===== src/rtl/decoder_controller.sv =====
// rtl/decoder_controller.sv - control FSM for the permutation decoder
// Loads a state, runs ROUNDS inverse rounds (ROUNDS-1 down to 0) of five step units, then streams the result out.
module decoder_controller #(
  parameter int SLICES = 64,
  parameter int ROUNDS = 24
) (
  input  logic                      clk,
  input  logic                      rst,
  input  logic                      start,
  output logic                      ready,
  output logic                      putInput,
  output logic                      outReady,
  output logic                      memRead,
  output logic                      memWrite,
  output logic [2:0]                memSrc,
  output logic [$clog2(SLICES)-1:0] sliceIdx,
  output logic [4:0]                roundIdx,
  output logic [4:0]                stepStart,
  input  logic [4:0]                stepReady,
  input  logic [4:0]                stepPutInput,
  input  logic [4:0]                stepOutReady
);
  localparam int SW = $clog2(SLICES);
  localparam logic [SW-1:0] LAST_SLICE = SW'(SLICES - 1);
  localparam logic [4:0]    LAST_ROUND = 5'(ROUNDS - 1);
  localparam logic [2:0]    LAST_STEP  = 3'd4;

  typedef enum logic [3:0] {
    S_IDLE,
    S_INIT,
    S_LOAD,
    S_STEP_RDY,
    S_STEP_START,
    S_WAIT_IN,
    S_STREAM,
    S_WAIT_OUT,
    S_WRITE,
    S_ROUND_END,
    S_INFORM,
    S_RESULT
  } state_t;

  state_t        r_state;
  state_t        w_next;
  logic [SW-1:0] r_slice;
  logic [4:0]    r_round;
  logic [2:0]    r_step;
  logic [4:0]    w_step_oh;
  logic          w_rdy;
  logic          w_put;
  logic          w_out;
  logic          w_last;

  // Only the handshake bit of the active unit is ever looked at.
  assign w_step_oh = 5'b00001 << r_step;
  assign w_rdy     = |(stepReady & w_step_oh);
  assign w_put     = |(stepPutInput & w_step_oh);
  assign w_out     = |(stepOutReady & w_step_oh);
  assign w_last    = (r_slice == LAST_SLICE);

  always_ff @(posedge clk or negedge rst) begin
    if (!rst) begin
      r_state <= S_IDLE;
      r_slice <= '0;
      r_round <= '0;
      r_step  <= '0;
    end else begin
      r_state <= w_next;
      case (r_state)
        S_INIT: begin
          r_slice <= '0;
          r_round <= LAST_ROUND;
          r_step  <= '0;
        end
        S_LOAD, S_STREAM, S_RESULT: r_slice <= w_last ? '0 : r_slice + SW'(1);
        S_WRITE: begin
          r_slice <= w_last ? '0 : r_slice + SW'(1);
          if (w_last && r_step != LAST_STEP) r_step <= r_step + 3'd1;
        end
        S_STEP_START, S_WAIT_OUT, S_INFORM: r_slice <= '0;
        S_ROUND_END: begin
          r_step <= '0;
          if (r_round != 5'd0) r_round <= r_round - 5'd1;
        end
        default: ;
      endcase
    end
  end

  always_comb begin
    w_next = r_state;
    case (r_state)
      S_IDLE:       if (start) w_next = S_INIT;
      S_INIT:       w_next = S_LOAD;
      S_LOAD:       if (w_last) w_next = S_STEP_RDY;
      S_STEP_RDY:   if (w_rdy) w_next = S_STEP_START;
      S_STEP_START: if (!w_rdy) w_next = S_WAIT_IN;
      S_WAIT_IN:    if (w_put) w_next = S_STREAM;
      S_STREAM:     if (w_last) w_next = S_WAIT_OUT;
      S_WAIT_OUT:   if (w_out) w_next = S_WRITE;
      S_WRITE:      if (w_last) w_next = (r_step == LAST_STEP) ? S_ROUND_END : S_STEP_RDY;
      S_ROUND_END:  w_next = (r_round == 5'd0) ? S_INFORM : S_STEP_RDY;
      S_INFORM:     w_next = S_RESULT;
      S_RESULT:     if (w_last) w_next = S_IDLE;
      default:      w_next = S_IDLE;
    endcase
  end

  always_comb begin
    ready     = 1'b0;
    putInput  = 1'b0;
    outReady  = 1'b0;
    memRead   = 1'b0;
    memWrite  = 1'b0;
    memSrc    = 3'd0;
    stepStart = 5'd0;
    case (r_state)
      S_IDLE:       ready = 1'b1;
      S_INIT:       putInput = 1'b1;
      S_LOAD:       memWrite = 1'b1;
      S_STEP_START: stepStart = w_step_oh;
      S_STREAM:     memRead = 1'b1;
      S_WRITE: begin
        memWrite = 1'b1;
        memSrc   = r_step + 3'd1;
      end
      S_INFORM:     outReady = 1'b1;
      S_RESULT:     memRead = 1'b1;
      default: ;
    endcase
  end

  assign sliceIdx = r_slice;
  assign roundIdx = r_round;

endmodule


===== config.mk =====
export PLATFORM = sky130hd
export DESIGN_NAME = decoder_controller
export DESIGN_NICKNAME = d
export VERILOG_FILES = /design/src/rtl/decoder_controller.sv
export SDC_FILE = /design/constraint.sdc
export NUM_CORES = 1
export LEC_CHECK = 0
export ABC_AREA = 1
export CORE_MARGIN = 1
export CORE_UTILIZATION = 45
export CTS_CLUSTER_SIZE = 8
export DETAILED_ROUTE_END_ITERATION = 10
export MAX_ROUTING_LAYER = met4
export PLACE_DENSITY_LB_ADDON = 0.15
export SYNTH_ARGS = -nofsm -noshare
export SYNTH_HDL_FRONTEND = slang
export SYNTH_SLANG_ARGS = --single-unit

===== constraint.sdc =====
create_clock -name clk -period 2.2 [get_ports clk]
set_clock_uncertainty 0.15 [all_clocks]
set_input_delay 0.44 -clock clk [delete_from_list [all_inputs] [get_ports clk]]
set_output_delay 0.44 -clock clk [all_outputs]
set_load 0.01 [all_outputs]

# == Word-level counts from Yosys, hierarchy flattened ==
# Index checks and enable logic that the tools add are counted.
# word_totals
in_bits,18
reg_bits,18
elab_cells,79
output_inout_bits,24
# op_classes
n_bitwise,3
shift,1
add_sub_neg,3
muxes,25
n_eq_ne,25
reduce_logical,18
# ops
cell,n
$pmux 4 s12,1
$mux 4,11
$ne 2x2->1 const B,11
$eq 4x3->1 const B,4
$eq 4x4->1 const B,4
$and 5x5->5,3
$reduce_or 5->1,3
$pmux 6 s2,1
$mux 5,2
$pmux 5 s2,1
$reduce_and 9->1,1
$eq 4x2->1 const B,2
$reduce_or 4->1,2
$add 6x1->6 const B,1
$eq 6x6->1 const B,1
$mux 3,2
$mux 6,1
$pmux 3 s2,1
$reduce_bool 2->1,3
$reduce_or 2->1,3
$logic_not 5->1,1
$mux 1,5
$reduce_bool 5->1,1
$shl 1x3->5 const A,1
other kinds (8),9

# == Longest topological paths before layout ==
# logic_depth
ltp_word,5
mapped_depth,12

# == Worst setup path after synthesis ==
# Ideal clock, no wire load.
# synth_timing
kind,register -> register
from,reg r_step[2]
to,reg r_state[3]
path_stages_with_launch,12
setup_time_ns,0.117
arrival_ns,1.438
path_slack_ns,0.495
required_time_ns,1.933
n_path_buf,1
synth_period_minus_slack_ns,1.705
path_cell_list,dfrtp_1 > inv_2 > buf_6 > ha_1 > nand2_1 > nand3_1 > nor2_1 > nor2_1 > nor2_4 > nand3_2 > nand2_1 > nand2_1
# synth_via
elab_chain_cells,5
word_cells_on_any_way,16
cone_classes,eq/ne (5); shift (1); mux (3); bitwise (3); reduce/logical (4)
# synth_lines
item,line_no,rtl
start: declaration,47,logic [2:0] r_step;
start signal: assignment,78,if (w_last && r_step != LAST_STEP) r_step <= r_step + 3'd1;
$shl 1x3->5,55,assign w_step_oh = 5'b00001 << r_step;
$and 5x5->5 (on tied branches),"58, 56, 57",
$reduce_or 5->1 (on tied branches),"58, 56, 57",
$ne 2x2->1 (no source line),--,
$reduce_and 9->1 (no source line),--,
end signal: assignment,68,r_state <= w_next;
end: declaration,43,state_t r_state;
# Several ways; a longest one is shown, not always the timed one. The select of a mux whose other input is x is not followed.
# A chain may end at the register's enable or synchronous reset.

# == Worst setup path in the final report ==
# layout_timing
from,reg r_step[0]
to,out memSrc[2]
# layout_via
elab_chain_cells,2
# layout_lines
item,line_no,rtl
$add 3x1->3,125,memSrc = r_step + 3'd1;
$mux 3,117,case (r_state)
end: declaration,15,"output logic [2:0] memSrc,"
# Every way passes these cells.

==> flow_metrics.py <==
metrics = {
    "yosys": {
        "yosysUniqueCellTypes": 30,
        "yosysMostFrequentCell": "nand2_1",
        "yosysWarnings": 0,
        "synth_flop_cell": "dfrtp_1",
        "syn_inst": 197,
        "synth_top_area_share": 0.313,
        "synth_area_sq_um": 1440,
        "synth-async-reset-ratio": 1.00,
        "synth_seq_cells": 18,
        "synth_area_leaders": "dfrtp_1 (31%), nand2_1 (11%), nor2_1 (7.0%)",
        "syn_avg_cell_area_sq_um": 7.30,
        "synth_commonest_cells": "nand2_1 (43), nor2_1 (27), inv_1 (20), nand3_1 (20), dfrtp_1 (18)",
        "syn_nets": 223,
        "seq_area_frac_synth": 0.313,
        "yosysTopAreaCell": "dfrtp_1",
        "synth_edf_count": 0,
    },
    "clock_tree": {
        "hold_buffers": 0,
        "clockBufferDepth": 2,
        "tritoncts": "done",
        "cts_buffers": 3,
        "cts_root_buf": "clkbuf_4",
        "cts.clk_slew.worst_paths_ns": 0.10,
        "ctsHtreeMaxLevel": 1,
        "cts_sinks": 18,
        "clk_latency_ns": 0.29,
    },
    "power_and_ir_drop": {
        "p_leak_uw": 0.00102,
        "p_seq_frac": 0.239,
        "sw_frac_of_total": 0.476,
        "p_int_uw": 1080,
        "clkPwrFrac": 0.099,
        "powerDensity_nw_per_um2": 1000,
        "combinationalPowerShare": 0.661,
        "ir_worst_vdd_mv": 0.769,
        "switchingPower_uw": 984,
        "total_power_uw": 2070,
    },
    "floorplanning": {
        "std_cell_rows": 20,
        "initial_core_util": 0.471,
        "die_w_um": 58.5,
        "core_area_sq_um": 3050,
        "dieArea_sq_um": 3430,
        "die_height_um": 58.5,
        "io_pins": 42,
    },
    "layout": {
        "syn_to_final_growth_pct": 43.2,
        "diodes": 0,
        "final_layout_size_suffix_gt1_frac": 0.258,
        "final-instance-count-excl-fill": 300,
        "nFillCells": 282,
        "nNetsFinal": 283,
    },
    "global_route": {
        "grt_first_pass_wirelength_um": 5930,
        "grt_pass1_vias": 1396,
        "grt_max_degree": 19,
        "track_usage": 0.229,
        "overflow": 0,
        "antenna_found_initial": 0,
    },
    "outcome": {
        "status": "complete, no violations",
    },
    "worst_setup_path": {
        "crit_path_end_kind": "output pin",
        "worstPathArrival_ns": 1.53,
        "critPathLaunchType": "register",
        "r2r_slack_ns": 0.21,
        "reg2reg_from": "r_step[0]",
        "required_ns": 1.61,
        "worstRegToRegCells": 11,
        "r2r_end": "r_state[2]",
        "crit_fanout": 3,
        "path_class": "register to output pin",
    },
    "timing": {
        "fmax_mhz": 472,
        "finalHoldViolCount": 0,
        "finalMaxSlewViolations": 0,
        "setup_viol": 0,
        "worstMarginPinSlew_ns": 0.261,
        "post-route-period-util": 0.964,
        "tns_ns": 0,
        "rsz0062_at_grt": "false",
        "finalCriticalPeriod_ns": 2.12,
        "slew_headroom": 0.824,
    },
    "routing": {
        "wire_per_inst_um": 11.7,
        "route.detailed.drc": 0,
        "routed_wl_um": 3500,
        "via_per_inst": 4.85,
        "drtPass1Iterations": 4,
        "drtAntennaViolNets": 0,
        "vias": 1456,
        "dr.first_iter.drc_count": 103,
    },
    "placed_design": {
        "dp_hpwl_um": 2530,
        "gp_congestion": 0.917,
        "port_buffers": 41,
        "placed_cells": 287,
    },
    "min_path": {
        "hold_class": "primary input to asynchronous set/reset pin",
    },
    "flow_run": {
        "drv_cap": 0,
    },
}
## routing by layer
metal | part of all wire | up-vias | GRT usage
met5 | 0 | - | -
met4 | 0.0077 | 0 | 0.0680
met3 | 0.054 | 4 | 0.0242
met2 | 0.45 | 42 | 0.361
met1 | 0.49 | 654 | 0.314
li1 | - | 756 | -
## placed cells by master (no fill, tap or decap), types with 2 or more instances in the layout
master / instances
nand2_1: 41
clkdlybuf4s50_1: 28
nor2_1: 23
nand3_1: 20
inv_1: 18
buf_4: 17
dfrtp_1: 16
dlygate4sd2_1: 10
o21ai_0: 8
inv_2: 7
nor2_4: 7
nand2_4: 6
nor2_2: 5
nand2_2: 5
a21oi_1: 4
ha_1: 4
nand3b_1: 3
o22ai_1: 3
xor2_1: 3
ha_2: 3
clkbuf_4: 3
nand3_2: 2
nor3_1: 2
o21ai_1: 2
clkbuf_2: 2
dfrtp_2: 2
## registers in the layout, indices dropped and copies added, names as in the netlist
register	count
sliceIdx	6
roundIdx	5
r_state	4
r_step	3
## critical path, cell delays in order (launching register included)
cell and delay (ns):
dfrtp_1 0.43, buf_4 0.15, ha_1 0.21, ha_4 0.27, nor2_1 0.03, buf_2 0.13
## stage by stage
stage / util / hold WS [ns] / cell area [sq um] / worst slack, ns
after detailed placement: 0.634 / 0.336 / 1940 / 0.0723
after global routing: 0.675 / 0.334 / 2060 / 0.00411
after floorplan: - / -0.00559 / 1440 / 0.495
final: 0.675 / 0.312 / 2060 / 0.0802
after CTS: 0.673 / 0.317 / 2060 / 0.00403
after global placement: 0.634 / 0.332 / 1940 / 0.103
## area by class of cell
type	count	area, sq um	area share
Clock buffer	4	36.3	0.0176
Inverter	25	93.8	0.0455
Multi-Input combinational cell	151	912	0.443
Sequential cell	18	453	0.220
Tap cell	44	55.1	0.0267
Timing Repair Buffer	58	510	0.248
## what timing repair did
item / CTS / global route
setup endpoints to repair: 13 / 3
pin swaps: 3 / 2
setup buffers: 9 / 0
resized for setup: 31 / 6
## how the worst max path moves through the flow
| stage | start | to | slack [ns] | cells after the start |
|---|---|---|---|---|
| global placement | r_step[0] | memSrc[2] | 0.10 | 4 |
| detailed placement | r_step[0] | memSrc[2] | 0.07 | 4 |
| CTS | r_step[0] | stepStart[3] | 0.004 | 6 |
| finish | r_step[0] | memSrc[2] | 0.08 | 5 |
| floorplan | r_step[2] | r_state[3] | 0.50 | 11 |
| global route | r_step[0] | stepStart[4] | 0.004 | 5 |
## power groups by stage
stage	combinational [uW]	clock [uW]	sequential, uW
after floorplan	850	0	496
after global routing	1510	226	504
final	1370	205	494
after detailed placement	1250	0	506
after CTS	1350	208	491
after global placement	1250	0	505
## kinds of logic (layout without fill, tap and decap cells)
family,Yosys count,count (layout),synth area share
DFF,18,18,0.313
xor gates and xnor gates,3,3,0.0183
and+or+nand+nor,118,118,0.423
adders and majority gates,8,8,0.0696
buffers and inverters,28,87,0.0843
AOI/OAI and AO/OA,22,22,0.0922
No activity file was read; power rests on OpenSTA's default activity.
